**src/rtl/seg_display_pkg.sv**
```systemverilog
// Shared constants and types for the multiplexed seven-segment display path.
package seg_display_pkg;

  // Active-low glyphs, bit order gfedcba
  localparam logic [6:0] SEG_0     = 7'h40;
  localparam logic [6:0] SEG_1     = 7'h79;
  localparam logic [6:0] SEG_2     = 7'h24;
  localparam logic [6:0] SEG_3     = 7'h30;
  localparam logic [6:0] SEG_4     = 7'h19;
  localparam logic [6:0] SEG_5     = 7'h12;
  localparam logic [6:0] SEG_6     = 7'h02;
  localparam logic [6:0] SEG_7     = 7'h78;
  localparam logic [6:0] SEG_8     = 7'h00;
  localparam logic [6:0] SEG_9     = 7'h10;
  localparam logic [6:0] SEG_A     = 7'h08;
  localparam logic [6:0] SEG_B     = 7'h03;
  localparam logic [6:0] SEG_C     = 7'h46;
  localparam logic [6:0] SEG_D     = 7'h21;
  localparam logic [6:0] SEG_E     = 7'h06;
  localparam logic [6:0] SEG_F     = 7'h0E;
  localparam logic [6:0] SEG_BLANK = 7'h7F;
  localparam logic [6:0] SEG_DASH  = 7'h3F;

  typedef enum logic [1:0] {
    CONV_IDLE   = 2'd0,
    CONV_SHIFT  = 2'd1,
    CONV_COMMIT = 2'd2
  } conv_state_e;

  function automatic logic [6:0] hex_glyph(input logic [3:0] nib);
    logic [6:0] g;
    case (nib)
      4'h0: g = SEG_0;
      4'h1: g = SEG_1;
      4'h2: g = SEG_2;
      4'h3: g = SEG_3;
      4'h4: g = SEG_4;
      4'h5: g = SEG_5;
      4'h6: g = SEG_6;
      4'h7: g = SEG_7;
      4'h8: g = SEG_8;
      4'h9: g = SEG_9;
      4'hA: g = SEG_A;
      4'hB: g = SEG_B;
      4'hC: g = SEG_C;
      4'hD: g = SEG_D;
      4'hE: g = SEG_E;
      default: g = SEG_F;
    endcase
    return g;
  endfunction

endpackage

```
**src/rtl/bin2bcd_seq.sv**
```systemverilog
// Iterative add-3-then-shift binary to BCD converter, one bit per cycle,
// with a sticky overflow flag and a one-deep restart request.
module bin2bcd_seq
  import seg_display_pkg::*;
#(
  parameter int unsigned DATA_WIDTH = 32,
  parameter int unsigned NUM_DIGITS = 8
) (
  input  logic                      clk,
  input  logic                      reset,
  input  logic                      start,
  input  logic [DATA_WIDTH-1:0]     bin,
  output logic                      busy,
  output logic                      done,
  output logic [4*NUM_DIGITS-1:0]   bcd,
  output logic                      ovf
);

  localparam int unsigned BCD_W = 4 * NUM_DIGITS;
  localparam int unsigned CNT_W = $clog2(DATA_WIDTH + 1);

  conv_state_e            state_q, state_d;
  logic [BCD_W-1:0]       work_q, adj_c;
  logic [DATA_WIDTH-1:0]  bin_q;
  logic [CNT_W-1:0]       cnt_q;
  logic                   ovf_acc_q, pending_q, busy_q, done_q;
  logic                   go_c, last_c;

  // Per-digit add-3 correction ahead of the shift
  always_comb begin
    adj_c = work_q;
    for (int unsigned d = 0; d < NUM_DIGITS; d++) begin
      if (work_q[4*d +: 4] > 4'd4) adj_c[4*d +: 4] = work_q[4*d +: 4] + 4'd3;
    end
  end

  always_comb begin
    state_d = state_q;
    go_c    = 1'b0;
    last_c  = (cnt_q == CNT_W'(DATA_WIDTH - 1));
    case (state_q)
      CONV_IDLE: begin
        if (start || pending_q) begin
          state_d = CONV_SHIFT;
          go_c    = 1'b1;
        end
      end
      CONV_SHIFT:  if (last_c) state_d = CONV_COMMIT;
      CONV_COMMIT: state_d = CONV_IDLE;
      default:     state_d = CONV_IDLE;
    endcase
  end

  always_ff @(posedge clk or negedge reset) begin
    if (!reset) state_q <= CONV_IDLE;
    else        state_q <= state_d;
  end

  always_ff @(posedge clk or negedge reset) begin
    if (!reset) begin
      work_q    <= '0;
      bin_q     <= '0;
      cnt_q     <= '0;
      ovf_acc_q <= 1'b0;
      pending_q <= 1'b0;
      busy_q    <= 1'b0;
      done_q    <= 1'b0;
    end else begin
      busy_q <= (state_d != CONV_IDLE);
      done_q <= (state_d == CONV_COMMIT);
      if (go_c) begin
        work_q    <= '0;
        bin_q     <= bin;
        cnt_q     <= '0;
        ovf_acc_q <= 1'b0;
        pending_q <= 1'b0;
      end else begin
        // A newer snapshot arriving mid-conversion is picked up after COMMIT
        if (state_q != CONV_IDLE && start) pending_q <= 1'b1;
        if (state_q == CONV_SHIFT) begin
          work_q    <= {adj_c[BCD_W-2:0], bin_q[DATA_WIDTH-1]};
          bin_q     <= bin_q << 1;
          cnt_q     <= cnt_q + CNT_W'(1);
          ovf_acc_q <= ovf_acc_q | adj_c[BCD_W-1];
        end
      end
    end
  end

  assign busy = busy_q;
  assign done = done_q;
  assign bcd  = work_q;
  assign ovf  = ovf_acc_q;

endmodule

```
**src/rtl/seg_display_mux.sv**
```systemverilog
// Multi-channel seven-segment controller: channel paging, per-frame snapshot,
// hex or decimal rendering and registered digit multiplexing.
module seg_display_mux
  import seg_display_pkg::*;
#(
  parameter int unsigned DATA_WIDTH  = 32,
  parameter int unsigned NUM_CH      = 4,
  parameter int unsigned NUM_DIGITS  = 8,
  parameter int unsigned REFRESH_DIV = 50000,
  parameter int unsigned BLANK_LZ    = 1
) (
  input  logic                           clk,
  input  logic                           reset,
  input  logic [NUM_CH*DATA_WIDTH-1:0]   ch_data,
  input  logic                           page_next,
  input  logic                           hex_mode,
  input  logic                           freeze,
  output logic [6:0]                     seg,
  output logic                           dp,
  output logic [NUM_DIGITS-1:0]          an,
  output logic [$clog2(NUM_CH)-1:0]      cur_ch,
  output logic                           busy
);

  localparam int unsigned CH_W  = $clog2(NUM_CH);
  localparam int unsigned DIG_W = $clog2(NUM_DIGITS);
  localparam int unsigned PRE_W = $clog2(REFRESH_DIV);
  localparam int unsigned BCD_W = 4 * NUM_DIGITS;
  localparam int unsigned HEX_W = (DATA_WIDTH > BCD_W) ? DATA_WIDTH : BCD_W;

  logic [PRE_W-1:0]       presc_q;
  logic [DIG_W-1:0]       digit_q;
  logic [CH_W-1:0]        cur_ch_q;
  logic                   snap_req_q, snap_fire_q;
  logic [DATA_WIDTH-1:0]  snap_q;
  logic [BCD_W-1:0]       disp_bcd_q;
  logic                   disp_ovf_q;
  logic [6:0]             seg_q;
  logic                   dp_q;
  logic [NUM_DIGITS-1:0]  an_q;

  logic                   tick_c, frame_start_c, take_snap_c;
  logic [BCD_W-1:0]       conv_bcd_c;
  logic                   conv_ovf_c, conv_busy_c, conv_done_c;
  logic [HEX_W-1:0]       snap_pad_c;
  logic [3:0]             nib_c, bcd_dig_c;
  logic                   upper_zero_c;
  logic [6:0]             glyph_c;

  assign tick_c        = (presc_q == PRE_W'(REFRESH_DIV - 1));
  assign frame_start_c = tick_c && (digit_q == DIG_W'(NUM_DIGITS - 1));
  // A page pulse on the frame-start edge defers to the new channel's snapshot
  assign take_snap_c   = snap_req_q || (frame_start_c && !freeze && !page_next);

  always_ff @(posedge clk or negedge reset) begin
    if (!reset) begin
      presc_q <= '0;
      digit_q <= '0;
    end else if (tick_c) begin
      presc_q <= '0;
      digit_q <= (digit_q == DIG_W'(NUM_DIGITS - 1)) ? '0 : digit_q + DIG_W'(1);
    end else begin
      presc_q <= presc_q + PRE_W'(1);
    end
  end

  always_ff @(posedge clk or negedge reset) begin
    if (!reset) begin
      cur_ch_q    <= '0;
      snap_req_q  <= 1'b0;
      snap_fire_q <= 1'b0;
      snap_q      <= '0;
    end else begin
      if (page_next) cur_ch_q <= (cur_ch_q == CH_W'(NUM_CH - 1)) ? '0 : cur_ch_q + CH_W'(1);
      snap_req_q  <= page_next | (snap_req_q & ~take_snap_c);
      snap_fire_q <= take_snap_c;
      if (take_snap_c) snap_q <= ch_data[32'(cur_ch_q) * DATA_WIDTH +: DATA_WIDTH];
    end
  end

  bin2bcd_seq #(
    .DATA_WIDTH (DATA_WIDTH),
    .NUM_DIGITS (NUM_DIGITS)
  ) u_bin2bcd (
    .clk   (clk),
    .reset (reset),
    .start (snap_fire_q),
    .bin   (snap_q),
    .busy  (conv_busy_c),
    .done  (conv_done_c),
    .bcd   (conv_bcd_c),
    .ovf   (conv_ovf_c)
  );

  // Decimal display holds the last committed conversion
  always_ff @(posedge clk or negedge reset) begin
    if (!reset) begin
      disp_bcd_q <= '0;
      disp_ovf_q <= 1'b0;
    end else if (conv_done_c) begin
      disp_bcd_q <= conv_bcd_c;
      disp_ovf_q <= conv_ovf_c;
    end
  end

  always_comb begin
    snap_pad_c   = HEX_W'(snap_q);
    nib_c        = snap_pad_c[4*32'(digit_q) +: 4];
    bcd_dig_c    = disp_bcd_q[4*32'(digit_q) +: 4];
    upper_zero_c = ((disp_bcd_q >> (4*32'(digit_q))) == '0);
    glyph_c      = hex_glyph(bcd_dig_c);
    if (hex_mode)                                             glyph_c = hex_glyph(nib_c);
    else if (disp_ovf_q)                                      glyph_c = SEG_DASH;
    else if ((BLANK_LZ != 0) && (digit_q != '0) && upper_zero_c) glyph_c = SEG_BLANK;
  end

  always_ff @(posedge clk or negedge reset) begin
    if (!reset) begin
      seg_q <= SEG_BLANK;
      dp_q  <= 1'b1;
      an_q  <= '1;
    end else begin
      seg_q <= glyph_c;
      dp_q  <= (32'(digit_q) != 32'(cur_ch_q));
      an_q  <= ~(NUM_DIGITS'(1) << digit_q);
    end
  end

  assign seg    = seg_q;
  assign dp     = dp_q;
  assign an     = an_q;
  assign cur_ch = cur_ch_q;
  assign busy   = conv_busy_c;

endmodule

```
**config.mk**
```make
export PLATFORM = sky130hd
export DESIGN_NAME = seg_display_mux
export DESIGN_NICKNAME = d
export VERILOG_FILES = /design/src/rtl/seg_display_pkg.sv /design/src/rtl/bin2bcd_seq.sv /design/src/rtl/seg_display_mux.sv
export SDC_FILE = /design/constraint.sdc
export NUM_CORES = 1
export LEC_CHECK = 0
export BUFFER_PORTS_ARGS = -buffer_cell sky130_fd_sc_hd__buf_2
export CAP_MARGIN = 25
export CORE_ASPECT_RATIO = 1.5
export CORE_UTILIZATION = 58
export CTS_CLUSTER_SIZE = 25
export DETAILED_ROUTE_END_ITERATION = 8
export MAX_ROUTING_LAYER = met4
export PLACE_DENSITY = 0.9
export SYNTH_ARGS = -nofsm -noshare
export SYNTH_HDL_FRONTEND = slang
export SYNTH_SLANG_ARGS = --single-unit
```
**constraint.sdc**
```tcl
create_clock -name clk -period 5.3 [get_ports clk]
set_input_delay 1.06 -clock clk [delete_from_list [all_inputs] [get_ports clk]]
set_output_delay 1.06 -clock clk [all_outputs]
set_load 0.01 [all_outputs]
```
==> flow_summary_export.csv, run 1 <==
group,metric,value,unit
outcome,outcome,"finished clean",
sta,setup_violations,0,
sta,worst_pin_slew,0.997,ns
setup_path,critPathBufInv,0,
clock_tree,clkTransAtPathRegs,0.07,ns
setup_path,critPathKind,"flip-flop to flip-flop",
clock_tree,post_cts_resize_count,0,
flow_run,maxCapViolCount,0,
final_layout,drive_gt1_share,32.6,%
clock_tree,clock_latency,0.43,ns
worst_hold_path,hold_end,"u_bin2bcd.bin_q[24]",
die,core,16100,sq um
final_layout,area_growth_syn_to_layout,16.4,%
worst_hold_path,hp-class,"flip-flop to flip-flop",
place,hpwl,16.0,mm
routing,dr.pass1.iters,5,
global_route,busiest_layer,"met2",
setup_path,max_stage_delay,1.00,ns
global_route,globalRouteMet1Util,32.2,%
clock_tree,cts_hold_buf,0,
synth,synth_xor_area_share,2.11,%
place,portBuffers,151,
synth,synthFlopType,"dfrtp_1",
sta,final.period_utilization,62.4,%
clock_tree,postCtsSetupRepairBufs,0,
setup_path,cp-start-kind,"flip-flop",
clock_tree,numCtsBuffers,17,
die,die_h,159,microns
sta,tns,0,ns
worst_hold_path,hp-start,"u_bin2bcd.bin_q[24]",
synth,ys_async_sr_fraction,100,%
synth,synth_cells,826,
synth,syn_area_per_cell,11.5,sq um
clock_tree,cts_tree,"done",
die,ios,152,
clock_tree,numClockSinks,180,
routing,post_drt_via_cell_ratio,6.38,
setup_path,critPathArrivalTime,3.67,ns
setup_path,end_kind,"flip-flop",
synth,syn_nets,988,
synth,synth-compound-area-share,11.0,%
synth,synth_top_family_by_area,"multiplexers",
pwr,p_leak,5.07,nW
setup_path,crit_chain,"mux4_2, mux2i_1, and2b_1, a22o_1, o21ai_1, o31a_1",
sta,finalWorstSetupSlack,1.99,ns
setup_path,regToRegStartpoint,"digit_q[0]",
clock_tree,clock_path_buffers,2,
sta,slew_headroom,33.6,%
synth,synth_cell_types,58,
setup_path,required,5.67,ns
setup_path,cpMaxStageDelayCell,"dfrtp_1",
place,routabilityCongestion,0.916,
global_route,grt_pass1_vias,7609,
synth,synth.area.mux_share,21.2,%
setup_path,cp_top_family,"multiplexers",
sta,fmax,302,MHz
final_layout,final_core_util,68.8,%
setup_path,r2r_end,"seg[0]",
global_route,use_met2,50.7,%
setup_path,r2r_slack,1.99,ns
setup_path,r2r_cells,6,
synth,yosys.area_share.adder,3.81,%
sta,hold_viol_final,0,
global_route,grt_pass1_wl,37.8,mm
die,initial_core_util,59.1,%
routing,ant_nets,0,
pwr,vdd_drop_max,396,uV
die,die_w,107,microns
global_route,grt_max_degree,92,
setup_path,crit_fanout,23,
synth,yosysWarnings,0,
clock_tree,cts_root_buf,"clkbuf_16",
sta,fin_skew,0.0134,ns
routing,via_count,7519,
worst_hold_path,whs_path_depth,2,
routing,drc,0,
final_layout,nNetsFinal,1121,
synth,synth-simple-area-share,10.4,%
pwr,total_power,6.12,mW
pwr,p_per_area,552,nW/um^2
global_route,grt_use_total,29.7,%
global_route,grt-ovfl-total,0,
sta,rsz0062_at_grt,"false",
place,dp_slack,1.88,ns
sta,fin_crit,3.31,ns
routing,finalWirelength,23.8,mm
sta,worst_hold_slack,0.480,ns
synth,synth-seq-area-share,47.5,%
routing,routedWlPerCell,20.2,microns
global_route,grtUsageMet3,4.09,%
synth,synth_edf_count,0,
clock_tree,htree_num_levels,4,
sta,slew_viol_final,0,
die,fp.dieArea,17000,sq um
die,core.rowCount,57,
routing,drt_first_iter_violations,510,
global_route,antenna_found_initial,1,
synth,ys_ff_latch,180,
synth,netlist_area,9530,sq um
-- layer usage --
| layer | up-vias | share of wire, % |
|---|---|---|
| met5 | - | 0 |
| met3 | 119 | 6.3 |
| met4 | 0 | 6.6 |
| met2 | 409 | 53 |
| li1 | 3290 | - |
| met1 | 3701 | 34 |
-- area by class of cell --
class | count | area (sq um)
Fill cell | 1120 | 5030
Multi-Input combinational cell | 558 | 4660
Sequential cell | 180 | 4530
Timing Repair Buffer | 162 | 902
Clock buffer | 19 | 453
Tap cell | 206 | 258
Inverter | 40 | 150
Clock inverter | 13 | 135
Antenna cell | 1 | 2.50
-- power breakdown --
group          total, mW  internal, mW  switching, mW  leakage (nW)
clock network       1.26         0.689          0.567         0.283
registers           2.44          1.90          0.542          2.23
logic               2.42          1.14           1.28          2.55
total               6.12          3.73           2.39          5.07
-- how the worst max path moves through the flow --
stage | startpoint | endpoint | slack, ns | depth (start not counted)
5_1_grt | digit_q[0] | seg[0] | 1.85 | 6
3_3_place_gp | digit_q[1] | seg[3] | 2.13 | 9
2_1_floorplan | digit_q[1] | seg[3] | 2.69 | 12
3_5_place_dp | digit_q[1] | seg[3] | 1.88 | 9
6_report | digit_q[0] | seg[0] | 1.99 | 6
4_1_cts | digit_q[1] | seg[3] | 1.83 | 9
-- synthesized netlist by cell type, drive strengths merged (2+ instances only) --
cell | n | area share [%]
buf | 20 | 1.3
a31oi | 2 | 0.13
clkinv | 2 | 0.079
mux4 | 48 | 12
a21o | 3 | 0.24
a22o | 2 | 0.18
nor3 | 14 | 0.91
o21a | 2 | 0.16
nor4 | 8 | 0.53
o211ai | 5 | 0.39
a22oi | 33 | 2.6
dfrtp | 164 | 43
o221ai | 2 | 0.18
and3 | 2 | 0.13
o21ai | 52 | 2.8
inv | 38 | 1.5
dfstp | 16 | 4.4
clkbuf | 28 | 1.1
ha | 29 | 3.8
xnor2 | 17 | 1.6
o31ai | 10 | 0.79
nand2 | 93 | 3.7
xor2 | 6 | 0.55
and2 | 3 | 0.20
nand2b | 4 | 0.26
mux2 | 67 | 7.9
nand4 | 5 | 0.33
a21oi | 32 | 1.8
o311ai | 3 | 0.28
mux2i | 15 | 1.7
o31a | 4 | 0.37
nor2b | 6 | 0.39
a32o | 8 | 0.84
nor2 | 30 | 1.2
nand3 | 44 | 2.3
-- cells in the final DEF, fill, tap and decap left out, types with 21 or more instances in the layout --
cell,count
a21oi_1,29
a22oi_1,33
buf_2,150
dfrtp_1,163
ha_1,29
inv_1,36
mux2_1,21
mux2_2,46
mux4_2,44
nand2_1,93
nand3_1,44
nor2_1,29
o21ai_0,46
-- sequential cells by signal (all words and copies together), names as in the netlist --
| register | count |
|---|---|
| disp_bcd_q | 32 |
| snap_pad_c | 32 |
| u_bin2bcd.bcd | 32 |
| u_bin2bcd.bin_q | 32 |
| presc_q | 16 |
| an | 8 |
| seg | 7 |
| u_bin2bcd.cnt_q | 6 |
| digit_q | 3 |
| cur_ch | 2 |
| u_bin2bcd.state_q | 2 |
| disp_ovf_q | 1 |
| dp | 1 |
| snap_fire_q | 1 |
| snap_req_q | 1 |
| u_bin2bcd.busy | 1 |
| u_bin2bcd.done | 1 |
| u_bin2bcd.ovf | 1 |
| u_bin2bcd.pending_q | 1 |
-- cell families after synthesis --
| group | count (synthesis) |
|---|---|
| flip-flops | 180 |
| XOR/XNOR | 23 |
| AND/OR/NAND/NOR | 215 |
| multiplexers | 130 |
| adder cells (fa/ha/maj) | 29 |
| buffers and inverters | 88 |
| AO/OA/AOI/OAI | 161 |
-- stage by stage --
step                area (sq um)  instances
floorplan                   9530        826
global placement           10400       1143
detailed placement         10400       1143
CTS                        11000       1175
global route               11100       1179
finish                     11100       1179
-- tightest hold or removal path, delay by kind of cell (launching register included) --
kind             cells  cell delay, ns
flip-flops           1            0.34
AND/OR/NAND/NOR      2            0.11
(Power assumes the default switching activity.)
==> run 2: changes to the inputs <==
- CORE_UTILIZATION: 58 -> 57
- PLACE_DENSITY: 0.9 -> 0.89
- clock period: 5.3 -> 3.2 ns (I/O delays scaled with it)
==> flow_summary_export.csv, run 2 (same netlist as run 1, synthesis figures left out) <==
group,metric,value,unit
clock_tree,cts_tree,"done",
setup_path,crit_fanout,8,
place,hpwl,16.5,mm
routing,post_drt_via_cell_ratio,6.44,
final_layout,fillCellCount,1096,
setup_path,critPathArrivalTime,3.29,ns
sta,tns,0,ns
place,dp.cells,1149,
clock_tree,cts_root_buf,"clkbuf_16",
sta,slew_headroom,31.6,%
sta,fmax,343,MHz
sta,slew_viol_final,0,
sta,fin_skew,0.0125,ns
sta,fin_crit,2.92,ns
setup_path,required,3.58,ns
place,place_area,10500,sq um
worst_hold_path,hp-class,"input pin to asynchronous set/reset pin",
clock_tree,post_cts_resize_count,0,
sta,finalWorstSetupSlack,0.283,ns
die,die_h,160,microns
clock_tree,cts_hold_buf,0,
final_layout,nNetsFinal,1127,
setup_path,end_kind,"flip-flop",
final_layout,area_growth_syn_to_layout,17.1,%
sta,setup_violations,0,
clock_tree,htree_num_levels,4,
clock_tree,clock_path_buffers,2,
die,ios,152,
global_route,grt_use_total,30.6,%
final_layout,layout_common_cells,"dfrtp_1 (163), buf_2 (150), nand2_1 (93)",
routing,via_count,7621,
place,dp_slack,0.388,ns
clock_tree,numCtsBuffers,17,
final_layout,layout_commonest_cell,"dfrtp_1",
sta,worst_hold_slack,0.146,ns
setup_path,critPathKind,"flip-flop to flip-flop",
clock_tree,clkTransAtPathRegs,0.07,ns
final_layout,fin_cells,1184,
routing,ant_nets,0,
sta,rsz0062_at_grt,"false",
final_layout,finalInstanceArea,11200,sq um
routing,drt_first_iter_violations,538,
routing,dr.pass1.iters,6,
setup_path,cp-start-kind,"flip-flop",
final_layout,n_antenna_cell,0,
place,routabilityCongestion,0.887,
outcome,outcome,"finished clean",
routing,finalWirelength,24.2,mm
global_route,grt-ovfl-total,0,
die,fp.dieArea,17200,sq um
pwr,p_leak,5.11,nW
global_route,antenna_found_initial,0,
clock_tree,clock_latency,0.44,ns
sta,hold_viol_final,0,
global_route,grt_max_degree,78,
sta,final.period_utilization,91.2,%
global_route,grt_pass1_wl,39.0,mm
global_route,grt_pass1_vias,7961,
die,core,16300,sq um
die,die_w,108,microns
sta,worst_pin_slew,1.02,ns
flow_run,maxCapViolCount,0,
routing,drc,0,
die,initial_core_util,58.6,%
place,portBuffers,151,
final_layout,drive_gt1_share,33.0,%
clock_tree,numClockSinks,180,
pwr,p_per_area,920,nW/um^2
clock_tree,postCtsSetupRepairBufs,0,
die,core.rowCount,57,
pwr,vdd_drop_max,584,uV
routing,routedWlPerCell,20.4,microns
run 2: routing by layer:
metal	part of all wire [%]	track usage (%)
met1	33	31.7
met2	53	52.8
met3	5.9	4.55
met4	7.2	20.9
met5	0	-
run 2: stage by stage:
| stage | power (mW) | util, % |
|---|---|---|
| after global routing | 10.8 | 68.6 |
| after floorplan | 6.71 | - |
| after detailed placement | 7.91 | 64.5 |
| after CTS | 10.1 | 68.2 |
| final | 10.3 | 68.6 |
| after global placement | 7.61 | 64.5 |
run 2: final cells by class:
| cell class | count | area [sq um] | share of cell area [%] |
|---|---|---|---|
| clock buffers | 18 | 439 | 3.94 |
| clock inverters | 14 | 163 | 1.46 |
| inverters | 40 | 150 | 1.35 |
| multi-input cells | 558 | 4660 | 41.8 |
| flip-flops and latches | 180 | 4530 | 40.6 |
| well taps | 206 | 258 | 2.31 |
| repair buffers | 168 | 960 | 8.61 |
run 2: critical path, cell delays in order (launching register included):
cell and delay, ns:
dfrtp_1 0.58, mux4_2 0.55, and2_1 0.18, a21oi_2 0.24, ha_1 0.25, o311ai_0 0.17
a211oi_1 0.23, o2111ai_1 0.23, o221ai_1 0.28, a22o_1 0.16
run 2: final timing paths:
kind	from	end	slack, ns	cells after the start
max	digit_q[1]	seg[6]	0.28	9
min	reset	snap_pad_c[24]	0.15	1
max reg2reg	digit_q[1]	seg[6]	0.28	9
min reg2reg	u_bin2bcd.bin_q[1]	u_bin2bcd.bin_q[1]	0.49	2
max in group asynchronous	reset	an[2]	2.23	2
min in group clk	page_next	snap_req_q	0.38	1
run 2: power breakdown:
group	internal [mW]	switching, mW	leakage [nW]
Sequential	3.15	0.936	2.23
Combinational	1.93	2.11	2.59
Clock	1.14	0.990	0.294
==> run 3: changes to the inputs <==
- CELL_PAD_IN_SITES_DETAIL_PLACEMENT: default -> 0
- CELL_PAD_IN_SITES_GLOBAL_PLACEMENT: default -> 1
- CORE_UTILIZATION: 57 -> 45
==> flow_summary_export.csv, run 3 (same netlist as run 1, synthesis figures left out) <==
group,metric,value,unit
setup_path,crit_fanout,8,
sta,fmax,352,MHz
pwr,vdd_drop_max,508,uV
sta,final.period_utilization,88.7,%
clock_tree,numCtsBuffers,17,
clock_tree,postCtsSetupRepairBufs,0,
pwr,p_seq_share,41.5,%
sta,tns,0,ns
pwr,p_leak,5.07,nW
sta,slew_viol_final,0,
pwr,swShare,37.8,%
global_route,busiest_layer,"met2",
die,fp.dieArea,21800,sq um
setup_path,regToRegStartpoint,"digit_q[1]",
setup_path,critPathArrivalTime,3.22,ns
pwr,total_power,9.81,mW
die,core,20600,sq um
sta,hold_viol_final,0,
pwr,p_comb_share,38.5,%
clock_tree,numClockSinks,180,
global_route,antenna_found_initial,0,
sta,setup_violations,0,
setup_path,crit_chain,"mux4_2, and2_1, a21oi_2, ha_1, o311ai_0, a211oi_1, o2111ai_1, nor2_1, o31a_1",
clock_tree,clock_latency,0.44,ns
clock_tree,cts_root_buf,"clkbuf_16",
final_layout,area_growth_syn_to_layout,17.0,%
setup_path,cpMaxStageDelayCell,"dfrtp_1",
clock_tree,cts_hold_buf,0,
place,hpwl,16.3,mm
outcome,outcome,"finished clean",
pwr,intPower,6.09,mW
setup_path,max_stage_delay,0.56,ns
pwr,p_clk_share,20.0,%
sta,rsz0062_at_grt,"false",
routing,drc,0,
die,core.rowCount,64,
sta,fin_crit,2.84,ns
clock_tree,cts_tree,"done",
place,portBuffers,151,
setup_path,r2r_end,"seg[5]",
setup_path,r2r_slack,0.36,ns
global_route,grt_pass1_wl,36.8,mm
clock_tree,htree_num_levels,4,
global_route,grt_use_total,22.4,%
final_layout,nNetsFinal,1127,
clock_tree,clkTransAtPathRegs,0.07,ns
routing,drt_first_iter_violations,418,
routing,post_drt_via_cell_ratio,5.71,
pwr,p_per_area,880,nW/um^2
setup_path,cp-start-kind,"flip-flop",
sta,worst_pin_slew,0.758,ns
final_layout,n_antenna_cell,0,
die,ios,152,
routing,via_count,7092,
setup_path,end_kind,"flip-flop",
global_route,grt-ovfl-total,0,
place,dp.cells,1209,
global_route,grtUsageMet3,4.15,%
final_layout,layout_common_cells,"dfrtp_1 (163), buf_2 (150), nand2_1 (93)",
routing,ant_nets,0,
routing,dr.pass1.iters,6,
setup_path,critPathKind,"flip-flop to flip-flop",
flow_run,maxCapViolCount,0,
pwr,p_switching,3.71,mW
final_layout,fin_cells,1242,
die,die_w,121,microns
worst_hold_path,hp-class,"input pin to asynchronous set/reset pin",
routing,routedWlPerCell,17.6,microns
final_layout,drive_gt1_share,33.1,%
global_route,grt_max_degree,64,
setup_path,r2r_cells,9,
die,initial_core_util,46.3,%
setup_path,required,3.58,ns
clock_tree,post_cts_resize_count,0,
sta,fin_skew,0.00808,ns
sta,slew_headroom,49.0,%
global_route,globalRouteMet1Util,24.6,%
global_route,use_met2,38.6,%
clock_tree,clock_path_buffers,2,
die,die_h,180,microns
global_route,grt_pass1_vias,7296,
final_layout,layout_commonest_cell,"dfrtp_1",
place,routabilityCongestion,0.873,
routing,finalWirelength,21.9,mm
-- run 3: power groups by stage --
stage	combinational, mW	clock [mW]	sequential (mW)
after floorplan	3.05	0	3.66
after detailed placement	3.77	0	4.09
after CTS	3.79	2.01	4.06
after global routing	4.26	2.10	4.17
final	3.78	1.96	4.07
after global placement	3.65	0	4.06
-- run 3: worst max-delay path by stage --
stage / from / end / slack, ns
finish: digit_q[1] / seg[5] / 0.36
global route: digit_q[1] / seg[3] / 0.07
CTS: digit_q[1] / seg[5] / 0.35
detailed placement: digit_q[1] / seg[0] / 0.40
global placement: digit_q[1] / seg[3] / 0.45
floorplan: digit_q[1] / seg[3] / 0.59
-- run 3: metal layers --
layer | wire length (microns) | share of wire, % | vias up
li1 | - | - | 3300
met2 | 11700 | 53 | 264
met5 | 0 | 0 | -
met3 | 1040 | 4.7 | 59
met4 | 984 | 4.5 | 0
met1 | 8190 | 37 | 3469
-- run 3: worst max-delay path: cells and delay by family, from the launching register on --
family	cells	cell delay [ns]
AO/OA/AOI/OAI	5	0.99
adder cells (fa/ha/maj)	1	0.25
flip-flops	1	0.56
multiplexers	1	0.55
AND/OR/NAND/NOR	2	0.44
-- run 3: area by class of cell --
type,count,area [sq um]
clock inverters,13,98.8
repair buffers,168,927
clock buffers,19,453
inverters,40,150
well taps,264,330
fillers,1796,9430
flip-flops and latches,180,4530
multi-input cells,558,4660
-- run 3: stage by stage --
step / cell area, sq um / hold WS (ns) / utilization (%) / worst slack, ns
global placement: 10600 / 0.459 / 51.4 / 0.451
global route: 11100 / 0.214 / 54.2 / 0.0750
floorplan: 9530 / 0.344 / - / 0.593
detailed placement: 10600 / 0.465 / 51.4 / 0.401
CTS: 11100 / 0.197 / 54.1 / 0.353
finish: 11100 / 0.185 / 54.2 / 0.363
